## src/rtl/iob_iob2wishbone.sv

```systemverilog
// IOb slave to classic Wishbone master bridge.
// One registered Wishbone cycle per IOb request, optional timeout abort.
module iob_iob2wishbone #(
  parameter int ADDR_W    = 32,
  parameter int DATA_W    = 32,
  parameter int TIMEOUT_W = 8
) (
  input  logic                clk_i,
  input  logic                arst_i,
  input  logic                valid_i,
  input  logic [ADDR_W-1:0]   address_i,
  input  logic [DATA_W-1:0]   wdata_i,
  input  logic [DATA_W/8-1:0] wstrb_i,
  output logic [DATA_W-1:0]   rdata_o,
  output logic                ready_o,
  output logic                error_o,
  output logic [ADDR_W-1:0]   wb_addr_o,
  output logic [DATA_W/8-1:0] wb_select_o,
  output logic                wb_we_o,
  output logic                wb_cyc_o,
  output logic                wb_stb_o,
  output logic [DATA_W-1:0]   wb_data_o,
  input  logic [DATA_W-1:0]   wb_data_i,
  input  logic                wb_ack_i,
  input  logic                wb_error_i
);

  localparam int SW = DATA_W / 8;
  localparam int CW = (TIMEOUT_W > 0) ? TIMEOUT_W : 1;

  typedef enum logic [1:0] {
    IDLE = 2'd0,
    BUSY = 2'd1,
    RESP = 2'd2
  } state_t;

  state_t              state_q, state_d;
  logic [ADDR_W-1:0]   addr_q, addr_d;
  logic [DATA_W-1:0]   wdata_q, wdata_d;
  logic [SW-1:0]       sel_q, sel_d;
  logic                we_q, we_d;
  logic                cyc_q, cyc_d;
  logic                ready_q, ready_d;
  logic                err_q, err_d;
  logic [DATA_W-1:0]   rdata_q, rdata_d;
  logic [CW-1:0]       cnt_q, cnt_d;
  logic [CW-1:0]       cnt_inc;
  logic                timeout;

  always_ff @(posedge clk_i or posedge arst_i) begin
    if (arst_i) begin
      state_q <= IDLE;
      addr_q  <= '0;
      wdata_q <= '0;
      sel_q   <= '0;
      we_q    <= 1'b0;
      cyc_q   <= 1'b0;
      ready_q <= 1'b0;
      err_q   <= 1'b0;
      rdata_q <= '0;
      cnt_q   <= '0;
    end else begin
      state_q <= state_d;
      addr_q  <= addr_d;
      wdata_q <= wdata_d;
      sel_q   <= sel_d;
      we_q    <= we_d;
      cyc_q   <= cyc_d;
      ready_q <= ready_d;
      err_q   <= err_d;
      rdata_q <= rdata_d;
      cnt_q   <= cnt_d;
    end
  end

  // Abort once the counter would reach its all-ones value.
  assign cnt_inc = cnt_q + CW'(1);
  assign timeout = (TIMEOUT_W > 0) && (&cnt_inc);

  always_comb begin
    state_d = state_q;
    addr_d  = addr_q;
    wdata_d = wdata_q;
    sel_d   = sel_q;
    we_d    = we_q;
    cyc_d   = cyc_q;
    ready_d = 1'b0;
    err_d   = err_q;
    rdata_d = rdata_q;
    cnt_d   = cnt_q;
    unique case (state_q)
      IDLE: begin
        cnt_d = '0;
        if (valid_i) begin
          addr_d  = address_i;
          wdata_d = wdata_i;
          we_d    = |wstrb_i;
          sel_d   = (|wstrb_i) ? wstrb_i : '1;
          cyc_d   = 1'b1;
          state_d = BUSY;
        end
      end
      BUSY: begin
        cnt_d = cnt_inc;
        if (wb_error_i || timeout) begin
          rdata_d = '0;
          err_d   = 1'b1;
          cyc_d   = 1'b0;
          ready_d = 1'b1;
          state_d = RESP;
        end else if (wb_ack_i) begin
          rdata_d = we_q ? '0 : wb_data_i;
          err_d   = 1'b0;
          cyc_d   = 1'b0;
          ready_d = 1'b1;
          state_d = RESP;
        end
      end
      RESP: begin
        cnt_d   = '0;
        state_d = IDLE;
      end
      default: begin
        cyc_d   = 1'b0;
        cnt_d   = '0;
        state_d = IDLE;
      end
    endcase
  end

  assign rdata_o     = rdata_q;
  assign ready_o     = ready_q;
  assign error_o     = err_q;
  assign wb_addr_o   = addr_q;
  assign wb_select_o = sel_q;
  assign wb_we_o     = we_q;
  assign wb_cyc_o    = cyc_q;
  assign wb_stb_o    = cyc_q;
  assign wb_data_o   = wdata_q;

endmodule

```

## config.mk

```make
export PLATFORM = sky130hd
export DESIGN_NAME = iob_iob2wishbone
export DESIGN_NICKNAME = d
export VERILOG_FILES = /design/src/rtl/iob_iob2wishbone.sv
export SDC_FILE = /design/constraint.sdc
export NUM_CORES = 1
export LEC_CHECK = 0
export ABC_AREA = 0
export BUFFER_PORTS_ARGS = -buffer_cell sky130_fd_sc_hd__buf_2
export CAP_MARGIN = 20
export CORE_ASPECT_RATIO = 1.25
export CORE_UTILIZATION = 45
export DETAILED_ROUTE_END_ITERATION = 12
export GPL_TIMING_DRIVEN = 0
export PLACE_DENSITY = 0.77
export SLEW_MARGIN = 20
export SYNTH_ARGS = -nofsm -noshare
export SYNTH_HDL_FRONTEND = slang
export SYNTH_SLANG_ARGS = --single-unit
```

## constraint.sdc

```tcl
create_clock -name clk_i -period 8.3 [get_ports clk_i]
set_clock_uncertainty 0.05 [all_clocks]
set_input_delay 0.83 -clock clk_i [delete_from_list [all_inputs] [get_ports clk_i]]
set_output_delay 0.83 -clock clk_i [all_outputs]
set_load 0.02 [all_outputs]
```

## After elaboration in Yosys (flattened, before gate mapping)

Index checks and enable logic that the tools add are counted.

- Output and inout bits: 105
- Register bits: 114

- Multiplexer cells: 17
- Bitwise gates (word level): 1
- Equality and inequality tests: 4
- Add/sub/neg operators: 1
- Reduce and logical (&&, ||, !) cells: 9

Operators with widths:

| kind | count |
|---|---|
| 32-bit two-way mux | 3 |
| 8-bit by 1-bit adder with 8-bit output, second input constant | 1 |
| 8-bit two-way mux | 1 |
| 8-bit AND reduction | 1 |
| 1-bit two-way mux | 7 |
| 2-bit two-way mux | 3 |
| 2-bit AND reduction | 3 |
| 4-bit two-way mux | 1 |
| 2-bit case mux with 2 select lines | 1 |
| 4-bit OR reduction | 1 |
| 3-bit inequality test, second input constant | 1 |
| 1-bit case mux with 3 select lines | 1 |
| 3-bit AND reduction | 1 |
| 2-bit by 1-bit == test with 1-bit output, second input constant | 1 |
| 2-bit == test, second input constant | 1 |
| 2-bit zero test | 1 |
| 2-bit inequality test, second input constant | 1 |
| 2-bit nonzero test | 1 |
| 1-bit logical OR | 1 |
| 1-bit inverter | 1 |

## Longest topological paths before layout

Gate-level depths: netlist (run 1).

- Word-level depth: 5
- Mapped depth: 7

## Worst setup path before layout (run 1)

No wires, ideal clock.

- Kind: input to register
- From: input valid_i
- To: register wdata_q[10], in the netlist wb_data_o[10]
- Stages on the path: 4
- Slack: 6.069 ns
- Library setup time: 0.125 ns
- Arrival time: 2.056 ns
- Path buffers: 2
- Cell sequence: nor3b_1 > clkbuf_1 > buf_2 > mux2_2

- Longest elaborated chain between the ends: 1

Ends and longest elaborated chain:

| item | line | text |
|---|---|---|
| from (decl) | 10 | `input logic valid_i,` |
| 2-bit AND reduction (no line) | n/a |  |
| to (signal assigned) | 65 | `wdata_q <= wdata_d;` |
| to (decl) | 39 | `logic [DATA_W-1:0] wdata_q, wdata_d;` |

No other way between the ends.
A chain may end at the register's enable or synchronous reset.

## Final worst setup path (run 1)

- From: input valid_i
- To: register wdata_q[12], in the netlist wb_data_o[12]

The elaborated chain is that of the path after synthesis.

==> flow_summary.toml, run 1 <==
[worst_setup_path]
start_kind = "input pin"
crit_chain = "buf_2, nor3b_1, clkbuf_1, buf_2, mux2_2"
cpLargestDelayFamily = "buffers and inverters"
crit_slowest_cell = "nor3b_1"
crit_path_max_incr_delay_ps = 610
crit_arrival_ps = 2660
crit_path_frequent_cell = "buf_2"
critPathCaptureType = "flip-flop"
path_max_fanout = 10
path_class = "input pin to flip-flop"
critPathBufInv = 3
cp.required_ps = 8520

[clock_tree]
cts_buffers = 17
cts.reportedPaths.clkPinSlew_ps = 50
post_cts_buffers = 0
cts_tree = "built"
clkLatencyLatePin_ps = 390
clockBufferDepth = 2
post_cts_resized = 0
ctsRootBufferMaster = "clkbuf_16"
holdBufCountCts = 0
cts_sinks = 114
h-tree-depth = 4

[synth]
syn-num-nets = 409
synth_compound_area_share_pct = 10.14
synthMuxAreaShare_pct = 16.18
ys_ff_latch = 114
ys_top_cells_by_count = "dfrtp_1, mux2_2, a22o_1"
synthesis.area_sq_um = 4456
synth_top_area_cell = "dfrtp_1"
synthArstFlopShare_pct = 100.0
yosys-top-cells-area = "dfrtp_1, mux2_2, a22o_1"
synth-edff-count = 0
yosys.area_share.simple_pct = 4.634
ys.flop_type = "dfrtp_1"
yosysWarnings = 0
synthAdderAreaFrac_pct = 0.5616
syn_inst = 302
ys_seq_area_share_pct = 64.03
synth_most_common_cell = "dfrtp_1"
yosysUniqueCellTypes = 35
synth_top_family_by_area = "multiplexers"
syn_avg_cell_area_sq_um = 14.75
synth-xor-area-share_pct = 1.179
yosysTopAreaCellShare_pct = 64.03

[floorplanning]
die_h_um = 113.3
die_w_um = 91
die_area_sq_um = 10310
start_util_pct = 46.37
rows = 40
coreArea_sq_um = 9609
io_pins = 210

[placed_design]
dp.cells = 638
gp_routability_congestion = 0.7620
placed_area_sq_um = 5692
portBuffers = 209
hpwlAfterDp_mm = 7.741

[worst_hold_path]
holdCritPathClass = "input pin to asynchronous set/reset pin"

[sta]
finalHoldViolations = 0
grt_setup_unrepaired = "no"
finalMaxSlewViolations = 0
final-setup-viol-count = 0
fmax_ghz = 0.4102
period_share_pct = 29.37
fin_crit_ps = 2438
setup_tns_ps = 0
whs_ps = 423.3
slew_headroom_pct = 50.10
worst_pin_slew_ps = 746.8

[pwr]
switchingPower_mw = 0.5738
p_int_mw = 1.344
sw_frac_of_total_pct = 29.93
combPwrFrac_pct = 25.6
leakagePower_nw = 3.174
power.density_nw_per_um2 = 306.3
clockPowerShare_pct = 36.1
p_seq_share_pct = 38.4
vdd.ir_drop.worst_mv = 0.2003

[final_layout]
insertedDiodeCount = 0
final_area_sq_um = 6260
areaGrowthSynthToFinish_pct = 40.49
num-fill-cells = 757
nets = 638
drive_above_1_share_pct = 59.89
post-route-util_pct = 65.14
fin_cells = 667

[routing]
drtAntennaViolNets = 0
route.detailed.drc = 0
initialDrtViolationCount = 144
vias_per_cell = 5.025
vias = 3352
drt-pass1-iter-count = 6
wl_per_cell_um = 15.54
routed_wirelength_mm = 10.37

[job]
cap_violations = 0

[global_route]
grt_overflow = 0
grtUsageTotal_pct = 21.12
grt_pass1_vias = 3501
grt_max_degree = 61
antenna_found_initial = 0
grt_pass1_wl_mm = 16.70

[outcome]
status = "complete, no violations"
-- power by group through the flow --
stage	logic, mW	registers (mW)	clock network [mW]
after floorplan	0.164	0.883	0
after global placement	0.482	0.736	0
after detailed placement	0.495	0.743	0
after CTS	0.497	0.737	0.706
after global routing	0.524	0.750	0.734
final	0.490	0.735	0.692
-- area by class of cell --
class	count	area, sq um	area share (%)
Clock inverter	6	80.08	1.279
Clock buffer	23	488.0	7.795
Sequential cell	114	2853	45.57
Inverter	5	23.77	0.3798
Tap cell	126	157.7	2.518
Buffer	17	127.6	2.039
Timing Repair Buffer	210	1074	17.15
Multi-Input combinational cell	166	1456	23.27
-- logic make-up after synthesis --
logic type	Yosys count
DFF	114
muxes	64
AOI/OAI and AO/OA	52
and+or+nand+nor	42
buffers and inverters	22
xor gates and xnor gates	6
adders and majority gates	2
-- cell usage in the layout (no fill, tap or decap), types with 2 or more instances in the layout --
cell       netlist  final
a21oi_1          9      9
a22o_1          30     30
a22o_2           2      2
and3_1           2      2
buf_2            3    212
buf_4            2      2
buf_6            7      7
bufinv_16        0      2
clkbuf_1         5      7
clkbuf_16        0     17
clkbuf_8         0      4
clkinv_2         0      4
dfrtp_1        114    114
ha_1             2      2
inv_1            5      4
mux2_2          64     64
nand2_1          5      5
nand3_1          6      6
nor2_1          16     16
nor2b_1          3      3
nor3_1           4      4
o21ai_1          2      2
xor2_1           5      5
-- sequential cells by signal, summed over array words and instances (netlist names) --
signal,count
wb_select_o,4
cnt_q,8
wb_addr_o,32
state_q,2
error_o,1
wb_we_o,1
rdata_o,32
wb_cyc_o,1
ready_o,1
wb_data_o,32
-- final timing paths --
kind | startpoint | end | slack, ps | depth (start not counted)
setup / recovery | valid_i | wb_data_o[12] | 5860 | 5
hold / removal | arst_i | wb_data_o[26] | 420 | 2
setup reg to reg | cnt_q[0] | rdata_o[22] | 5930 | 7
hold reg to reg | error_o | error_o | 430 | 2
max in group asynchronous | arst_i | rdata_o[8] | 7100 | 3
min in group clk_i | error_o | error_o | 430 | 2
-- layer usage --
metal	track usage, %	routed length (um)
met4	10.26	274
met5	0	0
met2	35.05	5417
met3	8.132	711
met1	23.93	3962
-- through the flow --
step	power [mW]	worst slack, ps
6_report	1.918	5862
4_1_cts	1.940	5706
3_3_place_gp	1.218	3343
3_5_place_dp	1.238	5278
5_1_grt	2.009	5640
2_1_floorplan	1.047	4404
Note: power is estimated with default switching activity, not from simulation.
==> run 2, diff against run 1 <==
--- a/config.mk
+++ b/config.mk
@@ -9,10 +9,10 @@
 export BUFFER_PORTS_ARGS = -buffer_cell sky130_fd_sc_hd__buf_2
 export CAP_MARGIN = 20
 export CORE_ASPECT_RATIO = 1.25
-export CORE_UTILIZATION = 45
+export CORE_UTILIZATION = 42
 export DETAILED_ROUTE_END_ITERATION = 12
 export GPL_TIMING_DRIVEN = 0
-export PLACE_DENSITY = 0.77
+export PLACE_DENSITY = 0.75
 export SLEW_MARGIN = 20
 export SYNTH_ARGS = -nofsm -noshare
 export SYNTH_HDL_FRONTEND = slang
==> constraint.sdc (replaced) <==
create_clock -name clk_i -period 2.19 [get_ports clk_i]
set_clock_uncertainty 0.05 [all_clocks]
set_input_delay 0.219 -clock clk_i [delete_from_list [all_inputs] [get_ports clk_i]]
set_output_delay 0.219 -clock clk_i [all_outputs]
set_load 0.02 [all_outputs]
==> run 2 against run 1 <==
Clock-buffer cell count decreased by 4; sequential share of layout area decreased by 5.6 points; die area increased by 7.0%; sequential power increased to 3.8 times the previous value; critical path type is now flip-flop to flip-flop; final cell count increased by 13%; routed wire length increased by 17%; register-to-register slack got worse by 5800 ps; global-route usage increased by 1.3 points; design area increased by 14%; non-clock buffer count increased by 80; clock power increased to 4.0 times the previous value; worst hold slack got worse by 410 ps.
==> flow_summary.toml, run 2 (synthesis results as in run 1) <==
[global_route]
globalRouteMet2Util_pct = 41.65
grt_pass1_vias = 3965
grt_busiest_layer = "met2"
met3_usage_pct = 6.008
grt_overflow = 0
grt_pass1_wl_mm = 18.68
grt_max_degree = 32
antenna_found_initial = 1
use_met1_pct = 24.24
grtUsageTotal_pct = 22.43

[sta]
fmax_ghz = 0.4747
fin_ws_ps = 83.45
finalMaxSlewViolations = 0
period_share_pct = 96.19
finalHoldViolations = 0
final-setup-viol-count = 0
slew_headroom_pct = 57.13
worst_pin_slew_ps = 641.7
fin_crit_ps = 2107
setup_tns_ps = 0

[routing]
vias_per_cell = 4.891
drtAntennaViolNets = 0
initialDrtViolationCount = 75
drt-pass1-iter-count = 4
routed_wirelength_mm = 12.15
vias = 3688
wl_per_cell_um = 16.11
route.detailed.drc = 0

[placed_design]
gp_routability_congestion = 0.7675
dp.cells = 643
placed_area_sq_um = 5727
dpl_worst_slack_ps = -327.4
hpwlAfterDp_mm = 7.837
portBuffers = 209

[floorplanning]
die_area_sq_um = 11030
start_util_pct = 43.65
die_h_um = 117.2
io_pins = 210
die_w_um = 94.13
coreArea_sq_um = 10210
rows = 41

[final_layout]
nets = 718
final_common_cell = "buf_2"
final_area_sq_um = 7137
areaGrowthSynthToFinish_pct = 60.18
fin_cells = 754
drive_above_1_share_pct = 54.33
final_cell_mix = "buf_2, dfrtp_1, dlygate4sd3_1"

[clock_tree]
cts_buffers = 17
cts_sinks = 114
clockBufferDepth = 2
h-tree-depth = 4
cts_tree = "built"
clkLatencyLatePin_ps = 400
cts.reportedPaths.clkPinSlew_ps = 50
ctsRootBufferMaster = "clkbuf_16"

[worst_setup_path]
crit_chain = "buf_4, nand3_1, or3_4, a211oi_4, buf_6, a2111oi_4, buf_4, buf_4, a22o_2"
critPathCaptureType = "flip-flop"
cp.required_ps = 2420
start_kind = "flip-flop"
crit_slowest_cell = "or3_4"
crit_path_max_incr_delay_ps = 370
critPathBufInv = 4
cpLargestDelayFamily = "buffers and inverters"
path_class = "flip-flop to flip-flop"
crit_path_frequent_cell = "buf_4"
crit_arrival_ps = 2340
path_max_fanout = 8

[pwr]
vdd.ir_drop.worst_mv = 0.8202
power.density_nw_per_um2 = 1063
leakagePower_nw = 3.523

[worst_hold_path]
holdCritPathClass = "input pin to flip-flop"

[outcome]
status = "complete, no violations"

[job]
cap_violations = 0
## run 2: changes by cell type in the layout (fill, tap and decap cells not counted), moves of 2 or more
cell / change
buf_12: +3
clkbuf_8: -3
clkinvlp_4: +4
dfrtp_1: -2
clkbuf_1: -2
dfrtp_2: +2
dlygate4sd3_1: +75
buf_4: +2
## run 2: worst paths after layout
path	startpoint	to	slack [ps]	depth (start not counted)
max	cnt_q[3]	rdata_o[20]	80	9
min	wb_data_i[16]	rdata_o[16]	10	2
max in group asynchronous	arst_i	ready_o	880	5
max reg2reg	cnt_q[3]	rdata_o[20]	80	9
min in group asynchronous	arst_i	wb_addr_o[7]	410	3
min reg2reg	error_o	error_o	420	2
## run 2: layout make-up
type	instances	area, sq um
diodes	1	2.502
plain buffers	17	128.9
clock buffers	19	442.9
clock inverters	13	158.9
fillers	752	3072
inverters	5	22.52
multi-input cells	166	1481
flip-flops and latches	114	2855
well taps	129	161.4
repair buffers	290	1883
## run 2: per-stage QoR
step	util, %	total power, mW	hold WS (ps)
after global routing	69.91	7.903	3.713
after detailed placement	56.10	4.701	285.8
after floorplan	-	3.970	301.5
after global placement	55.51	4.623	386.5
after CTS	69.64	7.619	0.04957
final	69.91	7.587	12.31
## run 2: power by group
group / switching, mW / leakage, nW / internal, mW / total (mW)
logic: 1.13 / 1.82 / 0.871 / 2.00
clock network: 0.966 / 0.290 / 1.82 / 2.78
registers: 0.252 / 1.41 / 2.55 / 2.81
total: 2.34 / 3.52 / 5.24 / 7.59
## run 2: repair_timing
item                                    in CTS  in global routing
endpoints found under the hold margin       98                  1
buffers inserted                             3                  0
endpoints found under the setup margin      67                 32
pin swaps                                    2                  0
resized for setup                            5                  3
hold buffers                                74                  1
## run 2: metal layers
metal  share of wire [%]  vias up
met5                   0        -
met4                 1.3        0
met3                 4.9       17
met2                  56      134
met1                  38     1834
li1                    -     1703
==> run 3, diff against run 2 <==
--- a/config.mk
+++ b/config.mk
@@ -10,8 +10,8 @@
 export CAP_MARGIN = 20
 export CORE_ASPECT_RATIO = 1.25
 export CORE_UTILIZATION = 42
+export CTS_BUF_LIST = sky130_fd_sc_hd__clkbuf_8 sky130_fd_sc_hd__clkbuf_16
 export DETAILED_ROUTE_END_ITERATION = 12
-export GPL_TIMING_DRIVEN = 0
 export PLACE_DENSITY = 0.75
 export SLEW_MARGIN = 20
 export SYNTH_ARGS = -nofsm -noshare
==> run 3 against run 2 <==
Sequential cell count stayed put; non-clock buffer count is 11 lower; total power is 1.0% lower; combinational power is 2% lower; largest cell class unchanged; largest power group unchanged.
==> flow_summary.toml, run 3 (synthesis results as in run 1) <==
[floorplanning]
start_util_pct = 43.65
die_w_um = 94.13
io_pins = 210
coreArea_sq_um = 10210
rows = 41
die_h_um = 117.2
die_area_sq_um = 11030

[final_layout]
num-fill-cells = 710
final_common_cell = "buf_2"
areaGrowthSynthToFinish_pct = 58.33
post-route-util_pct = 69.10
final_cell_mix = "buf_2, dfrtp_1, dlygate4sd3_1"
final_area_sq_um = 7054
nets = 708
drive_above_1_share_pct = 54.56
insertedDiodeCount = 0

[worst_setup_path]
r2r_slack_ps = 80
start_kind = "flip-flop"
crit_slowest_cell = "dfrtp_2"
critPathBufInv = 3
crit_path_max_incr_delay_ps = 430
crit_chain = "nand3_1, or3_4, a211oi_4, buf_12, a2111oi_4, buf_4, buf_4, a22o_2"
cpLargestDelayFamily = "compound AO/OA/AOI/OAI gates"
worstReg2RegStart = "cnt_q[3]"
crit_path_frequent_cell = "buf_4"
path_class = "flip-flop to flip-flop"
path_max_fanout = 8
crit_arrival_ps = 2340
r2r_cells = 8
cp.required_ps = 2430
timing.rr.end = "rdata_o[20]"
critPathCaptureType = "flip-flop"

[pwr]
vdd.ir_drop.worst_mv = 0.8535
p_int_mw = 5.209
sw_frac_of_total_pct = 30.62
switchingPower_mw = 2.299
p_seq_share_pct = 37.3
combPwrFrac_pct = 26.1
leakagePower_nw = 3.470
finalPower_mw = 7.507
power.density_nw_per_um2 = 1064
clockPowerShare_pct = 36.7

[clock_tree]
clockBufferDepth = 2
h-tree-depth = 4
cts.reportedPaths.clkPinSlew_ps = 50
ctsRootBufferMaster = "clkbuf_16"
cts_buffers = 17
cts_sinks = 114
cts_tree = "built"
clkLatencyLatePin_ps = 400

[global_route]
grt_pass1_wl_mm = 17.75
grt_max_degree = 76
grt_pass1_vias = 3761
grt_overflow = 0
grtUsageTotal_pct = 21.37
antenna_found_initial = 0

[sta]
finalMaxSlewViolations = 0
slew_headroom_pct = 62.00
worst_pin_slew_ps = 568.8
whs_ps = 9.829
grt_setup_unrepaired = "no"
finalHoldViolations = 0
fin_crit_ps = 2107
fmax_ghz = 0.4745
final-setup-viol-count = 0
period_share_pct = 96.23

[placed_design]
gp_routability_congestion = 0.8251
portBuffers = 209
hpwlAfterDp_mm = 7.393
placed_area_sq_um = 5624

[routing]
drtAntennaViolNets = 0
vias_per_cell = 4.883
routed_wirelength_mm = 11.85
wl_per_cell_um = 15.94
initialDrtViolationCount = 81
route.detailed.drc = 0
drt-pass1-iter-count = 4
vias = 3628

[worst_hold_path]
whs_path_depth = 2
hold_path_end = "rdata_o[17]"
hp-start = "wb_data_i[17]"
holdCritPathClass = "input pin to flip-flop"

[job]
cap_violations = 0

[outcome]
status = "complete, no violations"
==> run 3: routing by layer <==
layer | global-route usage, % | wire (um) | up-vias
met5 | 0 | 0 | -
met4 | 8.000 | 166 | 0
met3 | 6.202 | 641 | 19
met2 | 40.19 | 6650 | 137
met1 | 22.41 | 4387 | 1789
li1 | - | - | 1683
==> run 3: what timing repair did <==
| action | CTS | global route |
|---|---|---|
| endpoints found under the hold margin | 91 | 4 |
| pin swaps | 2 | 2 |
| gates resized for setup | 2 | 10 |
| hold buffers | 70 | 4 |
| gates cloned | 1 | 2 |
| setup endpoints to repair | 32 | 33 |
| setup buffers | 0 | 2 |
==> run 3: layout make-up <==
type | count | area (sq um) | share of cell area (%)
timing repair buffer | 296 | 1917 | 27.17
tap | 129 | 161.4 | 2.288
clock inverter | 14 | 166.4 | 2.359
multi-input combinational | 167 | 1491 | 21.14
inverter | 5 | 22.52 | 0.3193
clock buffer | 18 | 439.2 | 6.226
sequential | 114 | 2856 | 40.49
==> run 3: power by group through the flow <==
stage | sequential [mW] | clock, mW | combinational, mW
2_1_floorplan | 3.35 | 0 | 0.622
3_5_place_dp | 2.82 | 0 | 1.84
4_1_cts | 2.79 | 2.79 | 1.95
5_1_grt | 2.85 | 2.91 | 2.08
6_report | 2.80 | 2.75 | 1.96
3_3_place_gp | 2.79 | 0 | 1.80
==> run 3: stage by stage <==
stage / setup WS [ps] / cells / setup TNS [ps]
detailed placement: -25.82 / 632 / -205.1
floorplan: 140.4 / 302 / 0
finish: 82.58 / 743 / 0
global route: 9.671 / 743 / 0
global placement: 67.13 / 632 / 0
CTS: 2.307 / 735 / 0
==> run 3: how the worst max path moves through the flow <==
stage / startpoint / endpoint / slack, ps / depth (start not counted)
after floorplan: cnt_q[0] / rdata_o[0] / 140 / 7
after global placement: cnt_q[0] / rdata_o[21] / 70 / 6
after detailed placement: cnt_q[0] / rdata_o[12] / -30 / 6
after CTS: cnt_q[0] / rdata_o[21] / 2 / 7
after global routing: cnt_q[0] / rdata_o[20] / 10 / 9
final: cnt_q[3] / rdata_o[20] / 80 / 8
==> run 3: worst reg2reg max path, delay by kind of cell, from the launching register on <==
| kind | cells | cell delay [ps] |
|---|---|---|
| compound gates | 3 | 570 |
| buf+inv | 3 | 500 |
| flops | 1 | 430 |
| simple gates | 2 | 470 |
